<file path="src/rtl/dmem_arb_pkg.sv">
// Shared types and constants for the two-port data-memory arbiter.
package dmem_arb_pkg;

  localparam int unsigned WORD_W    = 32;
  localparam int unsigned NUM_PORTS = 2;

  typedef enum logic [1:0] {
    IDLE   = 2'd0,
    ACCESS = 2'd1,
    RESP   = 2'd2
  } state_t;

endpackage

</file>
<file path="src/rtl/dmem_arb_pick.sv">
// Two-requester port selector: one-hot grant; prio names the port that wins a tie.
module dmem_arb_pick
  import dmem_arb_pkg::*;
(
  input  logic                 req0,
  input  logic                 req1,
  input  logic                 prio,
  output logic [NUM_PORTS-1:0] grant
);

  always_comb begin
    grant = '0;
    if (req0 && req1) begin
      grant = prio ? 2'b10 : 2'b01;
    end else if (req0) begin
      grant = 2'b01;
    end else if (req1) begin
      grant = 2'b10;
    end
  end

endmodule

</file>
<file path="src/rtl/dmem_arbiter.sv">
// Two-port data-memory arbiter, one transaction outstanding at a time.
// Define DMEM_ARB_RR_EN for round-robin tie-breaking (default: port 0 always wins).
module dmem_arbiter
  import dmem_arb_pkg::*;
#(
  parameter int unsigned NUM_WORDS = 32
) (
  input  logic              clk,
  input  logic              reset,
  input  logic              req0,
  input  logic              req1,
  input  logic              we0,
  input  logic              we1,
  input  logic [WORD_W-1:0] addr0,
  input  logic [WORD_W-1:0] addr1,
  input  logic [WORD_W-1:0] wdata0,
  input  logic [WORD_W-1:0] wdata1,
  output logic              gnt0,
  output logic              gnt1,
  output logic              rsp_valid0,
  output logic              rsp_valid1,
  output logic              rsp_err0,
  output logic              rsp_err1,
  output logic [WORD_W-1:0] rdata0,
  output logic [WORD_W-1:0] rdata1,
  output logic              MemRead,
  output logic              MemWrite,
  output logic [WORD_W-1:0] ReadAddress,
  output logic [WORD_W-1:0] WriteAddress,
  output logic [WORD_W-1:0] WriteData,
  input  logic [WORD_W-1:0] ReadData
);

  localparam logic [WORD_W-1:0] ADDR_LIMIT = WORD_W'(4 * NUM_WORDS);

  state_t              state;
  state_t              state_next;
  logic [NUM_PORTS-1:0] pick;
  logic                prio;
  logic                any_req;
  logic                sel_we;
  logic [WORD_W-1:0]   sel_addr;
  logic [WORD_W-1:0]   sel_wdata;
  logic                addr_bad;
  logic [WORD_W-1:0]   rsp_data;

  logic                lat_we;
  logic                lat_port;
  logic                lat_err;
  logic [WORD_W-1:0]   lat_addr;
  logic [WORD_W-1:0]   lat_wdata;

  dmem_arb_pick u_pick (
    .req0  (req0),
    .req1  (req1),
    .prio  (prio),
    .grant (pick)
  );

`ifdef DMEM_ARB_RR_EN
  logic rr_ptr;

  always_ff @(posedge clk) begin
    if (reset) begin
      rr_ptr <= 1'b0;
    end else if (state == IDLE && any_req) begin
      rr_ptr <= ~pick[1];
    end
  end

  assign prio = rr_ptr;
`else
  assign prio = 1'b0;
`endif

  always_comb begin
    any_req   = |pick;
    sel_we    = pick[1] ? we1    : we0;
    sel_addr  = pick[1] ? addr1  : addr0;
    sel_wdata = pick[1] ? wdata1 : wdata0;
    addr_bad  = (sel_addr[1:0] != 2'b00) || (sel_addr >= ADDR_LIMIT);
    rsp_data  = (lat_we || lat_err) ? '0 : ReadData;
  end

  always_ff @(posedge clk) begin
    if (reset) begin
      state     <= IDLE;
      lat_we    <= 1'b0;
      lat_port  <= 1'b0;
      lat_err   <= 1'b0;
      lat_addr  <= '0;
      lat_wdata <= '0;
    end else begin
      state <= state_next;
      if (state == IDLE && any_req) begin
        lat_we    <= sel_we;
        lat_port  <= pick[1];
        lat_err   <= addr_bad;
        lat_addr  <= sel_addr;
        lat_wdata <= sel_wdata;
      end
    end
  end

  always_comb begin
    state_next = state;
    gnt0       = 1'b0;
    gnt1       = 1'b0;
    MemRead    = 1'b0;
    MemWrite   = 1'b0;
    rsp_valid0 = 1'b0;
    rsp_valid1 = 1'b0;
    rsp_err0   = 1'b0;
    rsp_err1   = 1'b0;
    rdata0     = '0;
    rdata1     = '0;
    unique case (state)
      IDLE: begin
        if (any_req) begin
          gnt0       = pick[0];
          gnt1       = pick[1];
          state_next = addr_bad ? RESP : ACCESS;
        end
      end
      ACCESS: begin
        MemRead    = ~lat_we;
        MemWrite   = lat_we;
        state_next = RESP;
      end
      RESP: begin
        if (lat_port) begin
          rsp_valid1 = 1'b1;
          rsp_err1   = lat_err;
          rdata1     = rsp_data;
        end else begin
          rsp_valid0 = 1'b1;
          rsp_err0   = lat_err;
          rdata0     = rsp_data;
        end
        state_next = IDLE;
      end
      default: state_next = IDLE;
    endcase
    // Reset is synchronous, but strobes and responses must already be quiet
    // in the cycle it is asserted so an in-flight transaction is aborted cleanly.
    if (reset) begin
      gnt0       = 1'b0;
      gnt1       = 1'b0;
      MemRead    = 1'b0;
      MemWrite   = 1'b0;
      rsp_valid0 = 1'b0;
      rsp_valid1 = 1'b0;
      rsp_err0   = 1'b0;
      rsp_err1   = 1'b0;
      rdata0     = '0;
      rdata1     = '0;
    end
  end

  assign ReadAddress  = lat_addr;
  assign WriteAddress = lat_addr;
  assign WriteData    = lat_wdata;

endmodule

</file>
<file path="config.mk">
export PLATFORM = sky130hd
export DESIGN_NAME = dmem_arbiter
export DESIGN_NICKNAME = d
export VERILOG_FILES = /design/src/rtl/dmem_arb_pkg.sv /design/src/rtl/dmem_arb_pick.sv /design/src/rtl/dmem_arbiter.sv
export SDC_FILE = /design/constraint.sdc
export NUM_CORES = 1
export LEC_CHECK = 0
export BUFFER_PORTS_ARGS = -buffer_cell sky130_fd_sc_hd__buf_2
export CORE_AREA = 2 2 131 133
export CTS_CLUSTER_SIZE = 14
export DETAILED_ROUTE_END_ITERATION = 6
export DIE_AREA = 0 0 133 135
export SLEW_MARGIN = 5
export SYNTH_ARGS = -nofsm -noshare
export SYNTH_HDL_FRONTEND = slang
export SYNTH_HIERARCHICAL = 1
export SYNTH_SLANG_ARGS = --single-unit
</file>
<file path="constraint.sdc">
create_clock -name clk -period 2.6 [get_ports clk]
set_clock_uncertainty 0.15 [all_clocks]
set_input_delay 0.78 -clock clk [delete_from_list [all_inputs] [get_ports clk]]
set_output_delay 0.78 -clock clk [all_outputs]
set_load 0.005 [all_outputs]
</file>
==> metrics.md, run 1 <==
| Metric | Value |
|---|---|
| Max FO, Critical Path | 34 |
| Filler instances | 1663 |
| Synth warn | 6 |
| Final Hold Viols | 0 |
| WP data required | 1.67 ns |
| First-pass GRT wire length | 22140 um |
| Largest net degree at the start of global routing | 60 |
| Run status | finished with violations |
| Startpoint type of the worst setup path | primary input |
| WL/cell | 15.56 um |
| DPL Wire Length | 12600 um |
| Die ar. | 17960 um2 |
| Sw frac | 28.76% |
| Clock share of power | 38.5% |
| Die Y-Extent | 135 um |
| WS Path Type | primary input to output port |
| Syn Inst Count | 454 |
| ANT nets after route | 0 |
| Worst-path clk slew | 0.05 ns |
| Core area | 16410 um2 |
| Via/cell ratio | 4.482 |
| Io pins | 334 |
| Leak | 3.484 nW |
| Clock latency on the worst-skew pair | 0.33 ns |
| Max Cap Viol | 0 |
| Share of the synthesized area in the top cell type | 33.84% |
| Site Rows | 47 |
| Worst Path Buf+Inv | 4 |
| Synth-to-Final Area Change | 55.36% |
| Comb power frac | 25.5% |
| Syn_area_per_cell | 8.990 um2 |
| Multi-input logic area | 2287 um2 |
| Initial antenna violation count | 0 |
| Final min period | 2.673 ns |
| Post-CTS setup buffer count | 0 |
| Vias | 4401 |
| Initial core utilization | 24.88% |
| Diode count | 0 |
| GRT Util Overall | 16.06% |
| CP Cell Sequence | buf_8 > buf_12 > nor4b_4 > buf_12 > and3_1 > buf_2 |
| Clock sink count | 69 |
| Final setup viols | 38 |
| Peak supply drop | 409.0 uV |
| Width of the chip | 133 um |
| 1st-iter DRT viols | 200 |
| Post-Syn Area | 4081 um2 |
| Worst Hold Class | flop to flop |
| Vias in the first global route | 3992 |
| Port bufs | 333 |
| RSZ-0062 raised after global routing | true |
| Routed WL | 15280 um |
| Top cell by count, worst path | buf_12 |
| Remaining routing DRC violations | 0 |
| H-Tree Depth | 3 |
| Max-slew violations | 0 |
| Area leader, netlist | dfxtp_1 |
| Tot Pwr | 3.479 mW |
| CTS tree | yes |
| Sequential share of the synthesized area | 33.84% |
| Max incr delay on CP | 0.25 ns |
| Pint | 2.478 mW |
| Total grt overflow | 0 |
| Nets | 923 |
| NetSw | 1.000 mW |
| Slowest-stage cell, CP | nor4b_4 |
| Ranking of synthesized cells by area | dfxtp_1 34%, mux2i_1 16%, and3_1 10% |
| Delay-heaviest family, CP | buffers and inverters |
| Violated checks | setup timing |
| Setup WS pre-CTS | -0.1328 ns |
| CTS Buf Count | 9 |
| DRT Pass-1 Iters | 4 |
| Register area | 1383 um2 |
| Fmax | 0.3741 GHz |
| Clock Path Buffers | 2 |
| Clock Root Buffer | clkbuf_16 |
| Layout cells sized above 1 | 55.12% |
| Power density cells | 548.6 nW/um2 |
| GPL Wtd Cong | 0.8969 |
| Critical Path Sink Type | output port |
| Tcrit/Tclk final | 102.8% |
| Sequential share of power | 36.0% |
| Distinct cells, synth | 31 |
| Fin util | 38.65% |
| CP arrival | 1.74 ns |
| Final worst setup slack | -0.07275 ns |
| Seq cells post-synth | 69 |
-- routing by layer --
| layer | track usage [%] | vias up | part of all wire, % |
|---|---|---|---|
| li1 | - | 2234 | - |
| met1 | 20.14 | 1980 | 42 |
| met2 | 27.61 | 173 | 50 |
| met3 | 3.604 | 14 | 6.8 |
| met4 | 4.779 | 0 | 1.4 |
| met5 | 0 | - | 0 |
-- path summary, 6_finish.rpt --
path | start | to | slack (ns) | cells after the start
max | reset | rdata0[8] | -0.07 | 6
min | WriteData[27] | WriteData[27] | 0.34 | 2
max reg2reg | state[0] | ReadAddress[29] | 0.88 | 6
min reg2reg | WriteData[27] | WriteData[27] | 0.34 | 2
-- cell type report --
type | instances | area share, %
clock inverters | 6 | 1.361
well taps | 220 | 4.341
repair buffers | 366 | 32.54
multi-input cells | 309 | 36.07
inverters | 2 | 0.1184
clock buffers | 10 | 3.769
flip-flops and latches | 69 | 21.80
-- state kept, by name (all words and copies together) (netlist names) --
| signal | count |
|---|---|
| lat_port | 1 |
| lat_we | 1 |
| ReadAddress | 32 |
| state | 2 |
| lat_err | 1 |
| WriteData | 32 |
-- cell usage after synthesis, drive strengths merged --
library cell,count
a31o,1
o31ai,1
a22oi,1
a21boi,2
conb,1
a211oi,66
nor4b,6
mux2i,65
a21oi,2
and4bb,1
nand4,4
clkbuf,17
or3,1
and2,2
and3,65
nor4,7
buf,58
dfxtp,69
nand2,1
nor3,6
inv,2
nor2,76
-- power by group through the flow --
stage               Combinational, mW  Sequential (mW)  Clock [mW]
floorplan                       0.485             1.27           0
global placement                0.883             1.27           0
detailed placement              0.886             1.28           0
CTS                             0.893             1.25        1.38
global route                    0.979             1.27        1.42
finish                          0.887             1.25        1.34
-- cell families after synthesis --
logic type | Yosys count | synth area share [%]
muxes | 65 | 15.94
DFF | 69 | 33.84
buffers and inverters | 77 | 11.59
AOI/OAI and AO/OA | 73 | 15.91
and+or+nand+nor | 169 | 22.62
other | 1 | 0.09188
-- per-stage QoR --
step,TNS (ns),instance area [um2],cells,hold slack (ns)
4_1_cts,-2.382,6312,982,0.3449
3_3_place_gp,-4.746,5936,966,0.3327
6_report,-2.004,6341,982,0.3422
3_5_place_dp,-6.025,5936,966,0.3376
2_1_floorplan,-0.1588,4085,455,0.3438
5_1_grt,-4.259,6341,982,0.3587
-- cell usage in the layout, fill, tap and decap left out, drive strengths merged, types with 3 or more instances in the layout --
cell type / n
a211oi: 66
and3: 65
buf: 366
clkbuf: 10
clkinv: 3
dfxtp: 69
mux2i: 65
nand4: 4
nor2: 76
nor3: 6
nor4: 7
nor4b: 6
-- worst register-to-register path, cell delays in order, from the launching register on --
cell and delay (ns):
dfxtp_1 0.35, buf_4 0.19, nor3_4 0.23, buf_12 0.25
buf_12 0.18, nor2_1 0.05, a211oi_1 0.24
-- timing repair --
| action | CTS | global route |
|---|---|---|
| setup endpoints to repair | 70 | 70 |
| endpoints found under the hold margin | 0 | 0 |
| hold buffers | 0 | 0 |
| pin swaps | 1 | 0 |
| gates resized for setup | 12 | 6 |
| gates cloned | 0 | 0 |
Note: power is estimated with default switching activity, not from simulation.
==> inputs of run 2 (changes only) <==
Settings changed: ABC_CLOCK_PERIOD_IN_PS from default to 2600, BUFFER_PORTS_ARGS -buffer_cell sky130_fd_sc_hd__buf_2 to default, CORE_AREA 2 2 131 133 to 2 2 128 130, DIE_AREA 0 0 133 135 to 0 0 130 132, DONT_BUFFER_PORTS from default to 1.
==> metrics.md, run 2 (synthesis results as in run 1) <==
| Metric | Value |
|---|---|
| Port bufs | 0 |
| Most frequent cells in the layout | 75 x nor2_1, 68 x dfxtp_1, 65 x and3_1, 65 x mux2i_1, 46 x a211oi_1 |
| Tcrit/Tclk final | 97.71% |
| Setup TNS | 0 ns |
| H-Tree Depth | 3 |
| Largest net degree at the start of global routing | 86 |
| Most common cell after layout, fill and taps aside | nor2_1 |
| GRT Util Overall | 14.93% |
| M1 WL | 5186 um |
| Worst hold start | reset |
| DPL Wire Length | 10500 um |
| Multi-input logic area | 2245 um2 |
| Comb power frac | 15.5% |
| Remaining routing DRC violations | 0 |
| Nets | 577 |
| Worst Setup SP | req0 |
| DRT Pass-1 Iters | 4 |
| WP data required | 1.67 ns |
| Leak | 1.864 nW |
| CTS resizes | 0 |
| Site Rows | 46 |
| Clock Root Buffer | clkbuf_16 |
| Die ar. | 17160 um2 |
| Die Y-Extent | 132 um |
| Post-CTS setup buffer count | 0 |
| Register area | 1383 um2 |
| Initial core utilization | 25.98% |
| Hold WS | 0.3624 ns |
| Synth-to-Final Area Change | 8.216% |
| Flop-to-flop setup slack | 0.84 ns |
| Met3 WL | 1454 um |
| Final setup viols | 0 |
| Clock latency on the worst-skew pair | 0.34 ns |
| Via/cell ratio | 5.329 |
| GPL Wtd Cong | 0.8442 |
| Max Cap Viol | 0 |
| Sw frac | 29.61% |
| Vias | 3384 |
| Max-slew violations | 0 |
| Width of the chip | 130 um |
| Run status | complete, no violations |
| WS Path Type | primary input to output port |
| First-pass GRT wire length | 19110 um |
| Clock sink count | 69 |
| Fin util | 28.11% |
| DR top layer | met5 |
| Total grt overflow | 0 |
| RR Startpoint | state[0] |
| Worst Hold Class | primary input to flop |
| Worst-path clk slew | 0.06 ns |
| Routed WL | 13370 um |
| RSZ-0062 raised after global routing | false |
| Critical Path Sink Type | output port |
| WL/cell | 21.06 um |
| Initial antenna violation count | 4 |
| Vias in the first global route | 3331 |
| 1st-iter DRT viols | 150 |
| DR WL met2 | 6463 um |
| Final Hold Viols | 0 |
| CP arrival | 1.61 ns |
| Io pins | 334 |
| CTS tree | yes |
| Power density cells | 683.0 nW/um2 |
| Core area | 15710 um2 |
| NetSw | 0.8934 mW |
| Peak supply drop | 293.6 uV |
| Post-CTS Hold Fix Bufs | 0 |
| ANT nets after route | 0 |
| Clock Path Buffers | 2 |
| Pint | 2.123 mW |
| Startpoint type of the worst setup path | primary input |
| Filler instances | 1658 |
| Layout cells sized above 1 | 15.63% |
| Final min period | 2.540 ns |
| Max FO, Critical Path | 3 |
| Sequential share of power | 43.1% |
| Clock share of power | 41.4% |
| Tot Pwr | 3.017 mW |
| CTS Buf Count | 9 |
| Fmax | 0.3936 GHz |
-- run 2: cell types whose count changed in the layout (fill, tap and decap cells not counted), moves of 3 or more --
cell	previous run	this run
and3_1	62	65
buf_4	22	15
and3_4	3	0
diode_2	0	3
buf_2	329	0
buf_12	9	4
buf_6	5	1
-- run 2: final timing paths --
path,to,depth (start not counted)
max,gnt0,3
min,ReadAddress[31],1
max reg2reg,WriteData[11],5
min reg2reg,WriteData[19],2
-- run 2: area by class of cell --
type | instances | area share [%]
inverter | 2 | 0.1700
tap | 216 | 6.119
clock buffer | 10 | 5.184
multi-input combinational | 309 | 50.82
clock inverter | 6 | 1.615
timing repair buffer | 20 | 4.618
sequential | 69 | 31.30
antenna | 3 | 0.1700
-- run 2: critical path, cell delays in order --
cell,delay [ns]
a21boi_1,0.24
nor4b_1,0.40
buf_4,0.19
-- run 2: layer usage --
layer  vias up  track usage, %
li1       1538               -
met3        27           7.305
met4         4           5.675
met2       203           24.90
met5         -               0
met1      1612           16.18
-- run 2: stage by stage --
stage                     worst slack [ns]  cells  area, um2
after floorplan                  -0.007938    455       4085
after global placement             0.04024    616       4104
after detailed placement           0.07990    616       4104
after CTS                          0.02094    632       4404
after global routing               0.01077    633       4412
final                              0.05952    635       4417
-- run 2: power groups by stage --
stage	registers (mW)	logic (mW)	clock network [mW]
3_3_place_gp	1.32	0.450	0
6_report	1.30	0.467	1.25
5_1_grt	1.32	0.522	1.36
4_1_cts	1.30	0.468	1.30
3_5_place_dp	1.33	0.467	0
2_1_floorplan	1.27	0.485	0
==> inputs of run 3 (changes only) <==
Settings changed: ABC_AREA from default to 1, CORE_AREA 2 2 128 130 to 2 2 129 131, DIE_AREA 0 0 130 132 to 0 0 131 133.
==> metrics.md, run 3 <==
| Metric | Value |
|---|---|
| Synth Area in XOR/XNOR | 0% |
| Leak | 2.083 nW |
| Largest net degree at the start of global routing | 49 |
| Area leader, netlist | dfxtp_1 |
| WP data required | 1.67 ns |
| Critical Path Sink Type | output port |
| CTS tree | yes |
| ANT nets after route | 0 |
| Post-Syn Area | 4099 um2 |
| WS Path Type | primary input to output port |
| Worst Hold Class | primary input to flop |
| Distinct cells, synth | 26 |
| Most common cell after layout, fill and taps aside | nand2_1 |
| Clock Root Buffer | clkbuf_16 |
| DP Cell Count | 815 |
| Fin util | 28.91% |
| First-pass GRT wire length | 18730 um |
| Diode count | 0 |
| Mux share of post-synthesis cell area | 0% |
| H-Tree Depth | 3 |
| Slowest-stage cell, CP | nor4_4 |
| Combinational family with the most area after synthesis | simple AND/OR/NAND/NOR gates |
| Register area | 1389 um2 |
| Post-synth EDFFs | 0 |
| Synth warn | 6 |
| Hold Crit Depth | 1 |
| Peak supply drop | 270.2 uV |
| Final Hold Viols | 0 |
| Routed WL | 13260 um |
| Final min period | 2.502 ns |
| Simple-gate area share of the yosys netlist | 29.88% |
| Final Non-Filler Cells | 833 |
| Seq cells post-synth | 69 |
| Multi-input logic area | 2068 um2 |
| Nets | 774 |
| Run status | complete, no violations |
| Count leader, synth | nand2_1 |
| Die Y-Extent | 133 um |
| Power density cells | 682.9 nW/um2 |
| Total grt overflow | 0 |
| Sequential share of the synthesized area | 33.70% |
| Clock Path Buffers | 2 |
| Crit. path cell count | 7 |
| Most frequent cells in the layout | 192 x nand2_1, 95 x nor2_1, 67 x dfxtp_1 |
| Clock latency on the worst-skew pair | 0.33 ns |
| Max FO, Critical Path | 2 |
| Post-CTS Hold Fix Bufs | 0 |
| Synth-to-Final Area Change | 14.04% |
| GPL Wtd Cong | 0.8402 |
| CP Cell Sequence | inv_1 > a21oi_2 > buf_4 > inv_1 > nor4_4 > buf_4 > buf_4 |
| Core area | 16170 um2 |
| Remaining routing DRC violations | 0 |
| Tcrit/Tclk final | 96.22% |
| FFs w/ async S/R, synth | 0% |
| Worst-path clk slew | 0.06 ns |
| Port bufs | 0 |
| Clock sink count | 69 |
| 1st-iter DRT viols | 203 |
| Initial antenna violation count | 0 |
| Syn Inst Count | 629 |
| Reg2Reg Depth | 6 |
| WL/cell | 15.92 um |
| Vias | 3909 |
| Post-synth top cells | 193 x nand2_1, 105 x nor2_1, 69 x dfxtp_1, 54 x inv_1, 39 x buf_4 |
| Ranking of synthesized cells by area | dfxtp_1 34%, nand2_1 18%, nor2_1 9.6% |
| Initial core utilization | 25.35% |
| Synth Area in Adders | 0% |
| RSZ-0062 raised after global routing | true |
| DRT Pass-1 Iters | 4 |
| Syn_area_per_cell | 6.517 um2 |
| Site Rows | 47 |
| CP arrival | 1.57 ns |
| Filler instances | 1769 |
| Compound-Gate Fraction of Synth Area | 19.26% |
| Io pins | 334 |
| Layout cells sized above 1 | 17.46% |
| Die ar. | 17420 um2 |
| DPL Wire Length | 10190 um |
| Via/cell ratio | 4.693 |
| CTS Buf Count | 9 |
| Fmax | 0.3997 GHz |
| Hold WS | 0.3516 ns |
| Vias in the first global route | 3372 |
| Max Cap Viol | 0 |
| Max-slew violations | 0 |
| Startpoint type of the worst setup path | primary input |
| Final setup viols | 0 |
| Delay-heaviest family, CP | buffers and inverters |
| Width of the chip | 131 um |
| Placed cell areas | 4295 um2 |
| Share of the synthesized area in the top cell type | 33.70% |
| Worst Path Buf+Inv | 5 |
| Max incr delay on CP | 0.19 ns |
| GRT Util Overall | 14.30% |
| Top cell by count, worst path | buf_4 |
| Synth Flop Type | dfxtp_1 |
| Final Cell Area | 4674 um2 |
| Tot Pwr | 3.192 mW |
run 3: kinds of logic after synthesis:
group,count (synthesis)
AO/OA/AOI/OAI,114
flip-flops,69
AND/OR/NAND/NOR,313
buffers and inverters,132
other,1
run 3: report_power, final:
group / switching (mW) / internal, mW / leakage (nW)
Clock: 0.470 / 0.834 / 0.151
Sequential: 0.131 / 1.18 / 0.575
Combinational: 0.368 / 0.211 / 1.36
run 3: area by class of cell:
class,count,area share [%]
Tap cell,220,5.889
Clock inverter,7,1.927
Clock buffer,9,4.818
Sequential cell,69,29.71
Multi-Input combinational cell,429,44.25
Timing Repair Buffer,44,8.940
Inverter,55,4.470
run 3: per-layer routing:
| layer | vias to the layer above | wire length, um | global-route usage (%) |
|---|---|---|---|
| li1 | 1919 | - | - |
| met1 | 1737 | 5285 | 16.24 |
| met2 | 225 | 6198 | 23.00 |
| met3 | 28 | 1219 | 5.540 |
| met4 | 0 | 559 | 7.506 |
| met5 | - | 0 | 0 |
run 3: worst paths after layout:
kind	start	slack [ns]	to
setup / recovery	req0	0.1	gnt0
hold / removal	reset	0.35	state[0]
setup reg to reg	state[0]	0.94	WriteData[4]
hold reg to reg	state[1]	0.40	state[1]
run 3: stage by stage:
step                  TNS, ns  worst slack (ns)
floorplan                   0           0.02561
global placement      -0.3572           -0.3572
detailed placement    -0.2779           -0.2779
CTS                 -0.005534         -0.005534
global route         -0.01468          -0.01363
finish                      0           0.09816
run 3: timing repair:
item,4_1_cts,5_1_grt
cloned,0,0
endpoints found under the hold margin,0,0
buffers inserted,0,2
resized for setup,8,8
endpoints found under the setup margin,10,10
